==> config.mk <==
export PLATFORM = sky130hd
export DESIGN_NAME = fetch_unit_flat
export DESIGN_NICKNAME = d
export VERILOG_FILES = /design/src/rtl/fetch_unit_pkg.sv /design/src/rtl/fetch_unit_if.sv /design/src/rtl/fetch_unit_npc_calc.sv /design/src/rtl/fetch_unit.sv /design/src/flat_wrapper.sv
export SDC_FILE = /design/constraint.sdc
export NUM_CORES = 1
export LEC_CHECK = 0
export BUFFER_PORTS_ARGS = -buffer_cell sky130_fd_sc_hd__buf_2
export CAP_MARGIN = 20
export CORE_MARGIN = 2
export CORE_UTILIZATION = 50
export CTS_BUF_LIST = sky130_fd_sc_hd__clkbuf_2
export CTS_CLUSTER_DIAMETER = 150
export CTS_CLUSTER_SIZE = 14
export DETAILED_ROUTE_END_ITERATION = 8
export GPL_TIMING_DRIVEN = 0
export PLACE_DENSITY_LB_ADDON = 0.3
export SLEW_MARGIN = 5
export SYNTH_ARGS = -nofsm -noshare
export SYNTH_HDL_FRONTEND = slang
export SYNTH_SLANG_ARGS = --single-unit
==> constraint.sdc <==
create_clock -name clk -period 10.05 [get_ports clk]
set_clock_uncertainty 0.05 [all_clocks]
set_input_delay 2.01 -clock clk [delete_from_list [all_inputs] [get_ports clk]]
set_output_delay 2.01 -clock clk [all_outputs]
set_load 0.01 [all_outputs]
==> src/rtl/fetch_unit_pkg.sv <==
// Shared definitions for the fetch stage and the decoder: FSM encoding,
// address-map defaults and MIPS instruction field helpers.
package fetch_unit_pkg;

    localparam logic [31:0] PC_RESET_DEF = 32'h0000_3000;
    localparam logic [31:0] IM_BASE_DEF  = 32'h0000_3000;
    localparam int          IM_WORDS_DEF = 4096;

    typedef enum logic [1:0] {
        ST_IDLE  = 2'd0,
        ST_FETCH = 2'd1,
        ST_ISSUE = 2'd2,
        ST_HALT  = 2'd3
    } fetch_state_e;

    function automatic logic [5:0] ins_opcode(input logic [31:0] ins);
        return ins[31:26];
    endfunction

    function automatic logic [15:0] ins_imm16(input logic [31:0] ins);
        return ins[15:0];
    endfunction

    function automatic logic [25:0] ins_target26(input logic [31:0] ins);
        return ins[25:0];
    endfunction

    function automatic logic [31:0] sign_ext16(input logic [15:0] v);
        return {{16{v[15]}}, v};
    endfunction

endpackage

==> src/rtl/fetch_unit_if.sv <==
// Instruction-memory request/acknowledge bus between the fetch stage
// (master) and the instruction memory (slave).
interface fetch_unit_if;
    logic        im_req;
    logic [31:0] im_addr;
    logic        im_ack;
    logic [31:0] im_rdata;

    modport master (output im_req, output im_addr, input im_ack, input im_rdata);
    modport slave  (input im_req, input im_addr, output im_ack, output im_rdata);
endinterface

==> src/rtl/fetch_unit_npc_calc.sv <==
// Combinational next-PC selection (jr > jal > taken branch > pc+4) and
// legality check of the selected target against the instruction window.
module fetch_unit_npc_calc
    import fetch_unit_pkg::*;
#(
    parameter logic [31:0] IM_BASE  = IM_BASE_DEF,
    parameter int          IM_WORDS = IM_WORDS_DEF
) (
    input  logic [31:0] pc,
    input  logic [25:0] ins_field,
    input  logic        is_jr,
    input  logic        is_jal,
    input  logic        is_branch,
    input  logic        cmp_eq,
    input  logic [31:0] rs_data,
    output logic [31:0] pc_plus4,
    output logic [31:0] next_pc,
    output logic        next_legal
);

    localparam logic [31:0] IM_LAST = IM_BASE + 32'(4 * (IM_WORDS - 1));

    logic [31:0] branch_target;

    assign pc_plus4      = pc + 32'd4;
    assign branch_target = pc_plus4 + (sign_ext16(ins_field[15:0]) << 2);

    always_comb begin
        next_pc = pc_plus4;
        if (is_jr)
            next_pc = rs_data;
        else if (is_jal)
            next_pc = {pc[31:28], ins_field, 2'b00};
        else if (is_branch && cmp_eq)
            next_pc = branch_target;
    end

    assign next_legal = (next_pc[1:0] == 2'b00) &&
                        (next_pc >= IM_BASE) &&
                        (next_pc <= IM_LAST);

endmodule

==> src/rtl/fetch_unit.sv <==
// Instruction fetch stage: owns the PC, fetches one word per request and
// holds it for the decoder until the datapath accepts it.
//
//   state    | meaning
//   ---------+--------------------------------------------------------
//   ST_IDLE  | one-cycle landing state after reset
//   ST_FETCH | im_req high at pc, waiting for im_ack
//   ST_ISSUE | instruction register presented to decoder, awaiting ins_ready
//   ST_HALT  | illegal next PC seen; frozen until reset
module fetch_unit
    import fetch_unit_pkg::*;
#(
    parameter logic [31:0] PC_RESET = PC_RESET_DEF,
    parameter logic [31:0] IM_BASE  = IM_BASE_DEF,
    parameter int          IM_WORDS = IM_WORDS_DEF
) (
    input  logic               clk,
    input  logic               reset,
    fetch_unit_if.master       mem,
    output logic [31:0]        ins,
    output logic               ins_valid,
    input  logic               ins_ready,
    output logic [31:0]        pc,
    output logic [31:0]        pc_plus4,
    input  logic               is_jr,
    input  logic               is_branch,
    input  logic               is_jal,
    input  logic               cmp_eq,
    input  logic [31:0]        rs_data,
    output logic               fault,
    output logic [31:0]        retired
);

    fetch_state_e state, state_nxt;

    logic [31:0] pc_q;
    logic [31:0] ir_q;
    logic        fault_q;
    logic [31:0] retired_q;

    logic        ir_load;
    logic        pc_load;
    logic        fault_set;
    logic        retire;
    logic        req_c;
    logic        valid_c;

    logic [31:0] next_pc;
    logic        next_legal;

    fetch_unit_npc_calc #(
        .IM_BASE  (IM_BASE),
        .IM_WORDS (IM_WORDS)
    ) u_npc (
        .pc         (pc_q),
        .ins_field  (ir_q[25:0]),
        .is_jr      (is_jr),
        .is_jal     (is_jal),
        .is_branch  (is_branch),
        .cmp_eq     (cmp_eq),
        .rs_data    (rs_data),
        .pc_plus4   (pc_plus4),
        .next_pc    (next_pc),
        .next_legal (next_legal)
    );

    always_ff @(posedge clk or negedge reset) begin
        if (!reset)
            state <= ST_IDLE;
        else
            state <= state_nxt;
    end

    always_comb begin
        state_nxt = state;
        ir_load   = 1'b0;
        pc_load   = 1'b0;
        fault_set = 1'b0;
        retire    = 1'b0;
        req_c     = 1'b0;
        valid_c   = 1'b0;
        case (state)
            ST_IDLE: state_nxt = ST_FETCH;
            ST_FETCH: begin
                req_c = 1'b1;
                if (mem.im_ack) begin
                    ir_load   = 1'b1;
                    state_nxt = ST_ISSUE;
                end
            end
            ST_ISSUE: begin
                valid_c = 1'b1;
                if (ins_ready) begin
                    retire = 1'b1;
                    if (next_legal) begin
                        pc_load   = 1'b1;
                        state_nxt = ST_FETCH;
                    end else begin
                        fault_set = 1'b1;
                        state_nxt = ST_HALT;
                    end
                end
            end
            ST_HALT: state_nxt = ST_HALT;
            default: state_nxt = ST_IDLE;
        endcase
    end

    // Acks arriving outside FETCH never reach ir_load, so stale data is dropped.
    always_ff @(posedge clk or negedge reset) begin
        if (!reset) begin
            pc_q      <= PC_RESET;
            ir_q      <= '0;
            fault_q   <= 1'b0;
            retired_q <= '0;
        end else begin
            if (ir_load)
                ir_q <= mem.im_rdata;
            if (pc_load)
                pc_q <= next_pc;
            if (fault_set)
                fault_q <= 1'b1;
            if (retire)
                retired_q <= retired_q + 32'd1;
        end
    end

    assign mem.im_req  = req_c;
    assign mem.im_addr = pc_q;
    assign ins_valid   = valid_c;
    assign ins         = valid_c ? ir_q : 32'h0;
    assign pc          = pc_q;
    assign fault       = fault_q;
    assign retired     = retired_q;

endmodule

==> src/flat_wrapper.sv <==
// flat-port wrapper written by rule: the top's interface ports become plain ports
module fetch_unit_flat import fetch_unit_pkg::*;
#(
    parameter logic [31:0] PC_RESET = PC_RESET_DEF,
    parameter logic [31:0] IM_BASE  = IM_BASE_DEF,
    parameter int          IM_WORDS = IM_WORDS_DEF
)
  (clk, reset, ins, ins_valid, ins_ready, pc, pc_plus4, is_jr, is_branch, is_jal, cmp_eq, rs_data, fault, retired, mem_im_req, mem_im_addr, mem_im_ack, mem_im_rdata);
  fetch_unit_if mem_i ();
  input  logic clk;
  input  logic reset;
  output logic [31:0] ins;
  output logic ins_valid;
  input  logic ins_ready;
  output logic [31:0] pc;
  output logic [31:0] pc_plus4;
  input  logic is_jr;
  input  logic is_branch;
  input  logic is_jal;
  input  logic cmp_eq;
  input  logic [31:0] rs_data;
  output logic fault;
  output logic [31:0] retired;
  output wire logic [$bits(mem_i.im_req)-1:0] mem_im_req;
  output wire logic [$bits(mem_i.im_addr)-1:0] mem_im_addr;
  input wire logic [$bits(mem_i.im_ack)-1:0] mem_im_ack;
  input wire logic [$bits(mem_i.im_rdata)-1:0] mem_im_rdata;
  assign mem_im_req = mem_i.im_req;
  assign mem_im_addr = mem_i.im_addr;
  assign mem_i.im_ack = mem_im_ack;
  assign mem_i.im_rdata = mem_im_rdata;
  fetch_unit #(.PC_RESET(PC_RESET), .IM_BASE(IM_BASE), .IM_WORDS(IM_WORDS)) u_core (.clk(clk), .reset(reset), .mem(mem_i), .ins(ins), .ins_valid(ins_valid), .ins_ready(ins_ready), .pc(pc), .pc_plus4(pc_plus4), .is_jr(is_jr), .is_branch(is_branch), .is_jal(is_jal), .cmp_eq(cmp_eq), .rs_data(rs_data), .fault(fault), .retired(retired));
endmodule
### Word level (Yosys, flattened, before mapping)

Cells that the tools add are included.

* flip-flop bits (word level): 99
* input port bits: 72
* output and inout bits: 163
* logic and storage cells: 41

* $add $sub $neg: 3
* magnitude comparators: 2
* equal/unequal tests: 5
* multiplexer cells: 20
* reduce and logical (&&, ||, !) cells: 6

Operators with widths (number)
* $mux W32: 4
* $add A32 B1 Y32 const B: 1
* $add A32 B3 Y32 const B: 1
* $add A32 B32 Y32: 1
* $ge A32 B14 Y1 const B: 1
* $le A32 B15 Y1 const B: 1
* $mux W1: 12
* $pmux W2 S4: 1
* $mux W2: 3
* $eq A2 B2 Y1 const B: 2
* $logic_not A2 Y1: 2
* $ne A2 B2 Y1 const B: 2
* $logic_and A1 B1 Y1: 3
* $eq A2 B1 Y1 const B: 1
* $reduce_and A2 Y1: 1

### Depth between registers and ports, before layout

Gate-level depths: netlist of run 1.

* word-level depth: 11
* mapped depth: 19
* gate-level depth less buffers: 17

### Hierarchy

From an unflattened synthesis of run 1, not the netlist that was laid out.

* cell total of the unflattened synthesis: 831
* area, all modules: 7552.2 um^2

By module, submodules not included
* fetch_unit: times used 1, cells each 341, area each 4428.0 um^2, seq. area each 2479.9 um^2
* fetch_unit_npc_calc: times used 1, cells each 490, area each 3124.2 um^2, seq. area each 0.0 um^2

### Worst setup path before layout of run 1

Ideal clock, no wire load.

* path type: flip-flop to flip-flop
* start point: register u_core.pc_q[13] (netlist: u_core.mem.im_addr[13])
* end point: register u_core.pc_q[10] (netlist: u_core.mem.im_addr[10])
* setup time: 0.128 ns
* arrival: 4.674 ns
* data required time: 9.872 ns
* path slack: 5.198 ns
* stages on the path, launching flop included: 19
* path buffers: 3
* period minus slack after synthesis: 4.852 ns
* cell sequence: dfstp_2 -> nand4_1 -> or4_1 -> clkbuf_1 -> or4_4 -> xnor2_1 -> ha_1 -> clkbuf_1 -> nand4_1 -> nor2_1 -> o21ai_0 -> nand2b_1 -> a221oi_1 -> xnor2_1 -> a32oi_1 -> and4b_4 -> nand4_4 -> buf_8 -> mux2_1

* word-level cells in the longest chain between the ends: 11
* elaborated cells on any way between the ends: 12
* those cells by class: add/sub (2); order compare (2); mux (6); reduce/logical (2)

RTL lines
* start: declaration: line fetch_unit.sv:36 `logic [31:0] pc_q;`
* start signal: assignment: line fetch_unit.sv:120 `pc_q <= next_pc;`
* $add A32 B3 Y32 *: line fetch_unit_npc_calc.sv:25 `assign pc_plus4 = pc + 32'd4;`
* net pc_plus4[26]: line flat_wrapper.sv:16 `output logic [31:0] pc_plus4;`
* $add A32 B32 Y32: line fetch_unit_npc_calc.sv:26 `assign branch_target = pc_plus4 + (sign_ext16(ins_field[15:0]) << 2);`
* $mux W32 *: line fetch_unit_npc_calc.sv:34 `else if (is_branch && cmp_eq)`
* $mux W32 *: line fetch_unit_npc_calc.sv:32 `else if (is_jal)`
* $mux W32 *: line fetch_unit_npc_calc.sv:30 `if (is_jr)`
* $ge A32 B14 Y1: line fetch_unit_npc_calc.sv:39 `(next_pc >= IM_BASE) &&`
* $logic_and A1 B1 Y1: line fetch_unit_npc_calc.sv:38 `assign next_legal = (next_pc[1:0] == 2'b00) &&`
* $logic_and A1 B1 Y1 *: line fetch_unit_npc_calc.sv:39
* $mux W1 *: line fetch_unit.sv:95 `if (next_legal) begin`
* $mux W1 *: line fetch_unit.sv:93 `if (ins_ready) begin`
* $mux W1 *: line fetch_unit.sv:82 `case (state)`

Mark *: on every way through the listed nets, which the timed path passes. The rest lies on a longest branch.
A chain may end at the register's enable or synchronous reset.

### Worst setup path after layout of run 1

* start point: register u_core.pc_q[2] (netlist: u_core.mem.im_addr[2])
* end point: register u_core.pc_q[14] (netlist: u_core.mem.im_addr[14])

* word-level cells in the longest chain between the ends: 11
* elaborated cells on any way between the ends: 12
* those cells by class: add/sub (2); order compare (2); mux (6); reduce/logical (2)

RTL lines (line)
* $add A32 B3 Y32 *: fetch_unit_npc_calc.sv:25
* $add A32 B32 Y32: fetch_unit_npc_calc.sv:26
* $mux W32 *: fetch_unit_npc_calc.sv:34
* $mux W32 *: fetch_unit_npc_calc.sv:32
* $mux W32 *: fetch_unit_npc_calc.sv:30
* $ge A32 B14 Y1: fetch_unit_npc_calc.sv:39
* $logic_and A1 B1 Y1: fetch_unit_npc_calc.sv:38
* $logic_and A1 B1 Y1: fetch_unit_npc_calc.sv:39
* $mux W1: fetch_unit.sv:95
* $mux W1: fetch_unit.sv:93
* $mux W1: fetch_unit.sv:82

Mark *: on every way between the ends. The rest lies on a longest branch, timed or not.

==> out/metrics.yaml, run 1 <==
cts_buffer_depth: 2
hold_ws_ns: 0.449
ant_nets: 0
critical_path.top_delay_family: "compound AO/OA/AOI/OAI gates"
cts_root_buf: "clkbuf_2"
dieArea_um2: 16100
first_iter_violations: 727
cts_hold_buf: 0
comb_power_share: 0.235
status: "finished clean"
fill_cells: 1339
grt_overflow: 0
ys_ff_latch: 99
period_needed_ns: 5.78
slew_headroom: 0.397
wire_per_inst_um: 19.0
cts_setup_buffers: 0
finalHoldViolations: 0
synth_warnings: 0
grt_max_degree: 65
async_flop_share: 1.00
critPathMostFrequentCell: "ha_1"
synth_seq_area_share: 0.328
final.setup.tns_ns: 0
syn-mean-instance-area_um2: 8.75
synth_cell_types: 66
pin_count: 235
place_congestion: 0.974
period_share: 0.575
ctsResizeCount: 0
area_growth_pct: 20.5
switching_share: 0.357
die_x_um: 127
cellPowerDensity_nw_per_um2: 92.5
cp.required_ns: 10.55
cts_buffers: 9
portBuffers: 234
rows: 44
clk_latency_ns: 0.63
worst-path-buf-inv: 2
track_usage: 0.305
tritoncts: "done"
fmax_mhz: 173
synth_edf_count: 0
post-route-drc-count: 0
grt_pass1_vias: 7076
synthFlopType: "dfrtp_1"
hold_class: "flop to flop"
p_leak_uw: 0.00476
viasPerCell: 5.89
multi_input_area_um2: 4600
synthCells: 865
vias: 7667
slew_violations: 0
critPathKind: "flop to flop"
worstMarginPinSlew_ns: 0.904
antenna_found_initial: 2
ff_latch_area_um2: 2480
core_um2: 14600
grt_pass1_wl_mm: 38.6
path_clk_slew_ns: 0.29
worstPathCellList: "ha_1 -> and4_1 -> nand3_1 -> nor3_1 -> xor2_1 -> ha_1 -> clkbuf_1 -> a21oi_1 -> o21ai_0 -> o31ai_1 -> a31oi_1 -> a221oi_1 -> xnor2_1 -> a32oi_1 -> and4b_4 -> nand4_4 -> buf_8 -> mux2_1"
wirelength_mm: 24.7
layout-drive-gt1-share: 0.300
power_frac_seq: 0.538
rsz0062_at_grt: "no"
slowest_delay_ns: 0.68
slowest_stage: "a221oi_1"
start_kind: "flop"
end_kind: "flop"
switchingPower_uw: 302
cts_sinks: 99
syn_area_um2: 7570
max_cap_viol_count: 0
place_hpwl_mm: 19.8
syn_nets: 972
die_h_um: 127
power.internal_uw: 542
p_clk_frac: 0.228
final_nets: 1218
worstPathArrival_ns: 6.28
htree_levels: 3
setup_viol: 0
drt_first_pass_iters: 5
ir_drop_mv: 0.111
crit_path_max_fanout: 10
start_util: 0.517
[cell usage after synthesis, types with 3 or more instances]
cell      count  area share
and2_1       54       0.045
nor2b_1       6      0.0050
inv_1        22       0.011
nand4_1      25       0.021
o211ai_1     10      0.0099
o21ai_0      37       0.024
a211oi_1     12       0.012
o31ai_1       6      0.0059
o21a_1        6      0.0059
mux2_1        8       0.012
clkbuf_1     34       0.017
buf_4        34       0.034
nand2_1      75       0.037
a21oi_1      51       0.034
nor3_1       24       0.016
a21o_1       10      0.0099
a31oi_1      11      0.0091
dfrtp_1      97        0.32
and4_1        6      0.0069
o221ai_1      4      0.0046
a21boi_0      4      0.0040
nand2b_1      7      0.0058
o211a_1       4      0.0053
or4_1         4      0.0040
xnor2_1      45       0.052
mux2i_1       8       0.011
ha_1         34       0.056
nor2_1       48       0.024
xor2_1       31       0.036
nor4_1       11      0.0091
a311oi_1      3      0.0035
mux2_2       35       0.052
nand3_1      33       0.022
and3_1       22       0.018
[cells by family after synthesis]
logic type,count (synthesis),share of synthesized area
buffers and inverters,94,0.0653
multiplexers,51,0.0745
AND/OR/NAND/NOR,327,0.228
AO/OA/AOI/OAI,183,0.158
XOR/XNOR,76,0.0879
adder cells (fa/ha/maj),35,0.0588
flip-flops,99,0.328
[cell usage in the layout, fill, tap and decap left out, types with 4 or more instances in the layout]
cell	instances
buf_2	234
dfrtp_1	97
nand2_1	75
and2_1	54
a21oi_1	51
nor2_1	48
xnor2_1	45
o21ai_0	37
mux2_2	35
buf_4	35
clkbuf_1	34
ha_1	34
nand3_1	33
xor2_1	31
nand4_1	25
nor3_1	24
inv_1	22
and3_1	22
a211oi_1	12
nor4_1	11
a31oi_1	11
o211ai_1	10
a21o_1	10
clkbuf_2	10
mux2i_1	8
mux2_1	8
nand2b_1	7
and4_1	6
o31ai_1	6
nor2b_1	6
o21a_1	6
or4_1	4
o221ai_1	4
a21boi_0	4
o211a_1	4
[worst register-to-register path: cells and delay by family (launching register included)]
kind / cells / cell delay (ns)
multiplexers: 1 / 0.32
buffers and inverters: 2 / 0.44
flip-flops: 1 / 0.60
XOR/XNOR: 2 / 0.53
AO/OA/AOI/OAI: 6 / 1.78
AND/OR/NAND/NOR: 5 / 1.39
adder cells (fa/ha/maj): 2 / 0.59
[per-stage QoR]
step,power [µW],instances,instance area (µm²),worst slack (ns),util
floorplan,576,865,7570,5.20,-
global placement,647,1283,8970,4.17,0.613
detailed placement,652,1284,9000,4.22,0.615
CTS,843,1300,9120,4.38,0.623
global route,887,1301,9120,3.99,0.623
finish,844,1301,9120,4.27,0.623
[layer usage]
metal / up-vias / track usage / wire length (µm)
met5: - / 0 / 0
met4: 0 / 0.0924 / 636
met3: 57 / 0.0653 / 2270
met2: 382 / 0.480 / 11300
met1: 3640 / 0.424 / 10500
li1: 3588 / - / -
[power by group through the flow]
stage	Clock, µW	Sequential, µW	Combinational (µW)
floorplan	0	448	129
global placement	0	458	189
detailed placement	0	459	193
CTS	197	452	194
global route	210	458	219
finish	192	454	198
[layout make-up]
class                   instances  area share
diodes                          1    0.000274
clock buffers                   9     0.00494
well taps                     184      0.0252
flip-flops and latches         99       0.272
clock inverters                 7     0.00782
repair buffers                235       0.132
plain buffers                  71      0.0447
multi-input cells             672       0.504
inverters                      23     0.00947
[worst paths after layout]
check                                 startpoint                      to  slack [ns]  cells past startpoint
setup / recovery           u_core.mem.im_addr[2]  u_core.mem.im_addr[14]        4.27                     18
hold / removal                u_core.retired[31]      u_core.retired[31]        0.45                      1
setup reg to reg           u_core.mem.im_addr[2]  u_core.mem.im_addr[14]        4.27                     18
hold reg to reg               u_core.retired[31]      u_core.retired[31]        0.45                      1
max in group asynchronous                  reset  u_core.mem.im_addr[25]        7.97                      2
min in group asynchronous                  reset         u_core.ir_q[27]        1.25                      1
[sequential cells by signal, summed over array words and instances (netlist names)]
| signal | count |
|---|---|
| u_core.ir_q | 32 |
| u_core.retired | 32 |
| u_core.mem.im_addr | 32 |
| u_core.fault | 1 |
| u_core.state | 2 |
(Power assumes the default switching activity.)
==> inputs of run 2 (changes only) <==
Settings changed: ABC_AREA set to 1.
Clock period 10.05 ns to 5.2 ns, I/O delays scaled along.
==> out/metrics.yaml, run 2 <==
status: "finished clean"  # unchanged
synth_edf_count: 0  # unchanged
syn-mean-instance-area_um2: 6.44  # was 8.75 µm²
slowest_stage: "dfrtp_1"  # was a221oi_1
wirelength_mm: 30.2  # was 24.7 mm
synth_warnings: 0  # unchanged
cts_sinks: 99  # unchanged
worstPathCellList: "ha_1 -> inv_2 -> nor2_4 -> nand2_1 -> inv_1 -> nand2_1 -> xor2_1 -> inv_1 -> ha_1 -> nand2_1 -> nor4_1 -> nand3_1 -> nand2_1 -> nand2_1 -> nand3_1 -> nand2_1 -> nand3_1 -> nand2_1 -> nor2_2 -> nand4_4 -> inv_4 -> buf_12 -> nor2_4"  # was ha_1 -> and4_1 -> nand3_1 -> nor3_1 -> xor2_1 -> ha_1 -> clkbuf_1 -> a21oi_1 -> o21ai_0 -> o31ai_1 -> a31oi_1 -> a221oi_1 -> xnor2_1 -> a32oi_1 -> and4b_4 -> nand4_4 -> buf_8 -> mux2_1
netlist.area_leader.share: 0.281  # was 0.321
slew_headroom: 0.517  # was 0.397
die_h_um: 135  # was 127 µm
route.met3.wl_mm: 2.54  # was 2.27 mm
layout-drive-gt1-share: 0.231  # was 0.300
grt_max_degree: 53  # was 65
track_usage: 0.331  # was 0.305
highest_layer: "met5"  # was met4
synthTopCellsByCount: "nand2_1, inv_1, nor2_1"  # was dfrtp_1, nand2_1, and2_1
route.met2.wl_mm: 13.4  # was 11.3 mm
critPathKind: "flop to flop"  # unchanged
async_flop_share: 1.00  # unchanged
drt_first_pass_iters: 6  # was 5
post-route-drc-count: 0  # unchanged
hold_class: "primary input to async pin"  # was flop to flop
max_cap_viol_count: 0  # unchanged
grt_overflow: 0  # unchanged
ir_drop_mv: 0.137  # was 0.111 mV
synth_most_common_cell: "nand2_1"  # was dfrtp_1
p_leak_uw: 0.00590  # was 0.00476 µW
slew_violations: 0  # unchanged
antenna_found_initial: 5  # was 2
grt_pass1_wl_mm: 45.8  # was 38.6 mm
final_nets: 1692  # was 1218
period_share: 0.927  # was 0.575
tritoncts: "done"  # unchanged
rsz0062_at_grt: "no"  # unchanged
first_iter_violations: 760  # was 727
period_needed_ns: 4.82  # was 5.78 ns
cts_hold_buf: 0  # unchanged
worstPathArrival_ns: 5.38  # was 6.28 ns
place_hpwl_mm: 25.1  # was 19.8 mm
drt-met1-wl_mm: 12.9  # was 10.5 mm
die_x_um: 135  # was 127 µm
final_cell_mix: "nand2_1, buf_2, inv_1"  # was buf_2, dfrtp_1, nand2_1
start_kind: "flop"  # unchanged
viasPerCell: 5.23  # was 5.89
slowest_delay_ns: 0.66  # was 0.68 ns
setup_viol: 0  # unchanged
cts_root_buf: "clkbuf_2"  # unchanged
ant_nets: 0  # unchanged
vias: 9506  # was 7667
instances_no_fill: 1818  # was 1301
finalHoldViolations: 0  # unchanged
end_kind: "flop"  # unchanged
critPathMostFrequentCell: "nand2_1"  # was ha_1
yosys.area.top_type: "dfrtp_1"  # unchanged
core_um2: 17100  # was 14600 µm²
place_inst: 1799  # was 1284
portBuffers: 233  # was 234
crit_path_max_fanout: 10  # unchanged
place_congestion: 0.998  # was 0.974
cp.required_ns: 5.76  # was 10.55 ns
synth.area.top_cells: "dfrtp_1, nand2_1, inv_1"  # was dfrtp_1, ha_1, mux2_2
synth_seq_area_share: 0.287  # was 0.328
clk_latency_ns: 0.68  # was 0.63 ns
start_util: 0.506  # was 0.517
synth_cell_types: 52  # was 66
final.setup.tns_ns: 0  # unchanged
cts_buffer_depth: 2  # unchanged
cellPowerDensity_nw_per_um2: 154  # was 92.5 nW/µm²
rows: 48  # was 44
syn_area_um2: 8630  # was 7570 µm²
pin_count: 235  # unchanged
dieArea_um2: 18300  # was 16100 µm²
worstMarginPinSlew_ns: 0.718  # was 0.904 ns
synthFlopType: "dfrtp_1"  # unchanged
layout_commonest_cell: "nand2_1"  # was buf_2
fmax_mhz: 207  # was 173 MHz
grt_pass1_vias: 8690  # was 7076
htree_levels: 3  # unchanged
ctsResizeCount: 0  # unchanged
fill_cells: 1738  # was 1339
cts_setup_buffers: 0  # unchanged
ys_ff_latch: 99  # unchanged
wire_per_inst_um: 16.6  # was 19.0 µm
path_clk_slew_ns: 0.35  # was 0.29 ns
cts_buffers: 9  # unchanged
area_growth_pct: 18.7  # was 20.5%
syn_nets: 1447  # was 972
synthCells: 1340  # was 865
==> run 2: through the flow <==
stage,utilization,cell area [µm²],total power (µW),hold slack (ns),setup slack (ns)
2_1_floorplan,-,8630,1040,0.431,1.49
3_3_place_gp,0.591,10100,1170,0.406,0.560
3_5_place_dp,0.593,10100,1180,0.408,0.505
4_1_cts,0.600,10200,1580,0.289,0.491
5_1_grt,0.600,10200,1660,0.305,0.112
6_report,0.600,10200,1580,0.290,0.380
==> run 2: where the power goes <==
part           total [µW]  switching, µW  leakage, µW  internal (µW)
Sequential            812           19.6      0.00110            792
Combinational         367            245      0.00474            121
Clock                 403            321    0.0000721           82.0
==> run 2: area by class of cell <==
cell class / instances / area [µm²] / share of cell area
multi-input cells: 955 / 4910 / 0.480
clock buffers: 9 / 45.0 / 0.00440
clock inverters: 7 / 80.1 / 0.00782
plain buffers: 64 / 398 / 0.0389
well taps: 225 / 282 / 0.0275
flip-flops and latches: 99 / 2480 / 0.242
inverters: 222 / 836 / 0.0816
repair buffers: 234 / 1200 / 0.117
diodes: 3 / 7.51 / 0.000733
==> run 2: logic make-up after synthesis <==
kind of cell,count (synthesis),share of synthesized area
compound gates,133,0.0840
xor+xnor,44,0.0447
fa+ha+maj,35,0.0516
buf+inv,286,0.143
flops,99,0.287
simple gates,743,0.389
==> run 2: path summary, 6_finish.rpt <==
path | startpoint | to | slack [ns] | cells after the start
max in group asynchronous | reset | u_core.mem.im_addr[13] | 4.05 | 2
min in group clk | u_core.retired[31] | u_core.retired[31] | 0.43 | 1
worst max-delay path | u_core.mem.im_addr[2] | u_core.mem.im_addr[29] | 0.38 | 23
worst max register to register | u_core.mem.im_addr[2] | u_core.mem.im_addr[29] | 0.38 | 23
worst min register to register | u_core.retired[31] | u_core.retired[31] | 0.43 | 1
worst min-delay path | reset | u_core.retired[30] | 0.29 | 1
==> run 2: worst max-delay path, delay by kind of cell (launching register included) <==
family	cells	cell delay [ns]
xor gates and xnor gates	1	0.34
adders and majority gates	2	0.80
DFF	1	0.66
buffers and inverters	5	0.71
and+or+nand+nor	15	2.20
==> run 2: routing by layer <==
layer  global-route usage  vias up
li1                     -     4667
met1                0.443     4326
met2                0.515      425
met3               0.0621       84
met4                0.160        4
met5                    0        -
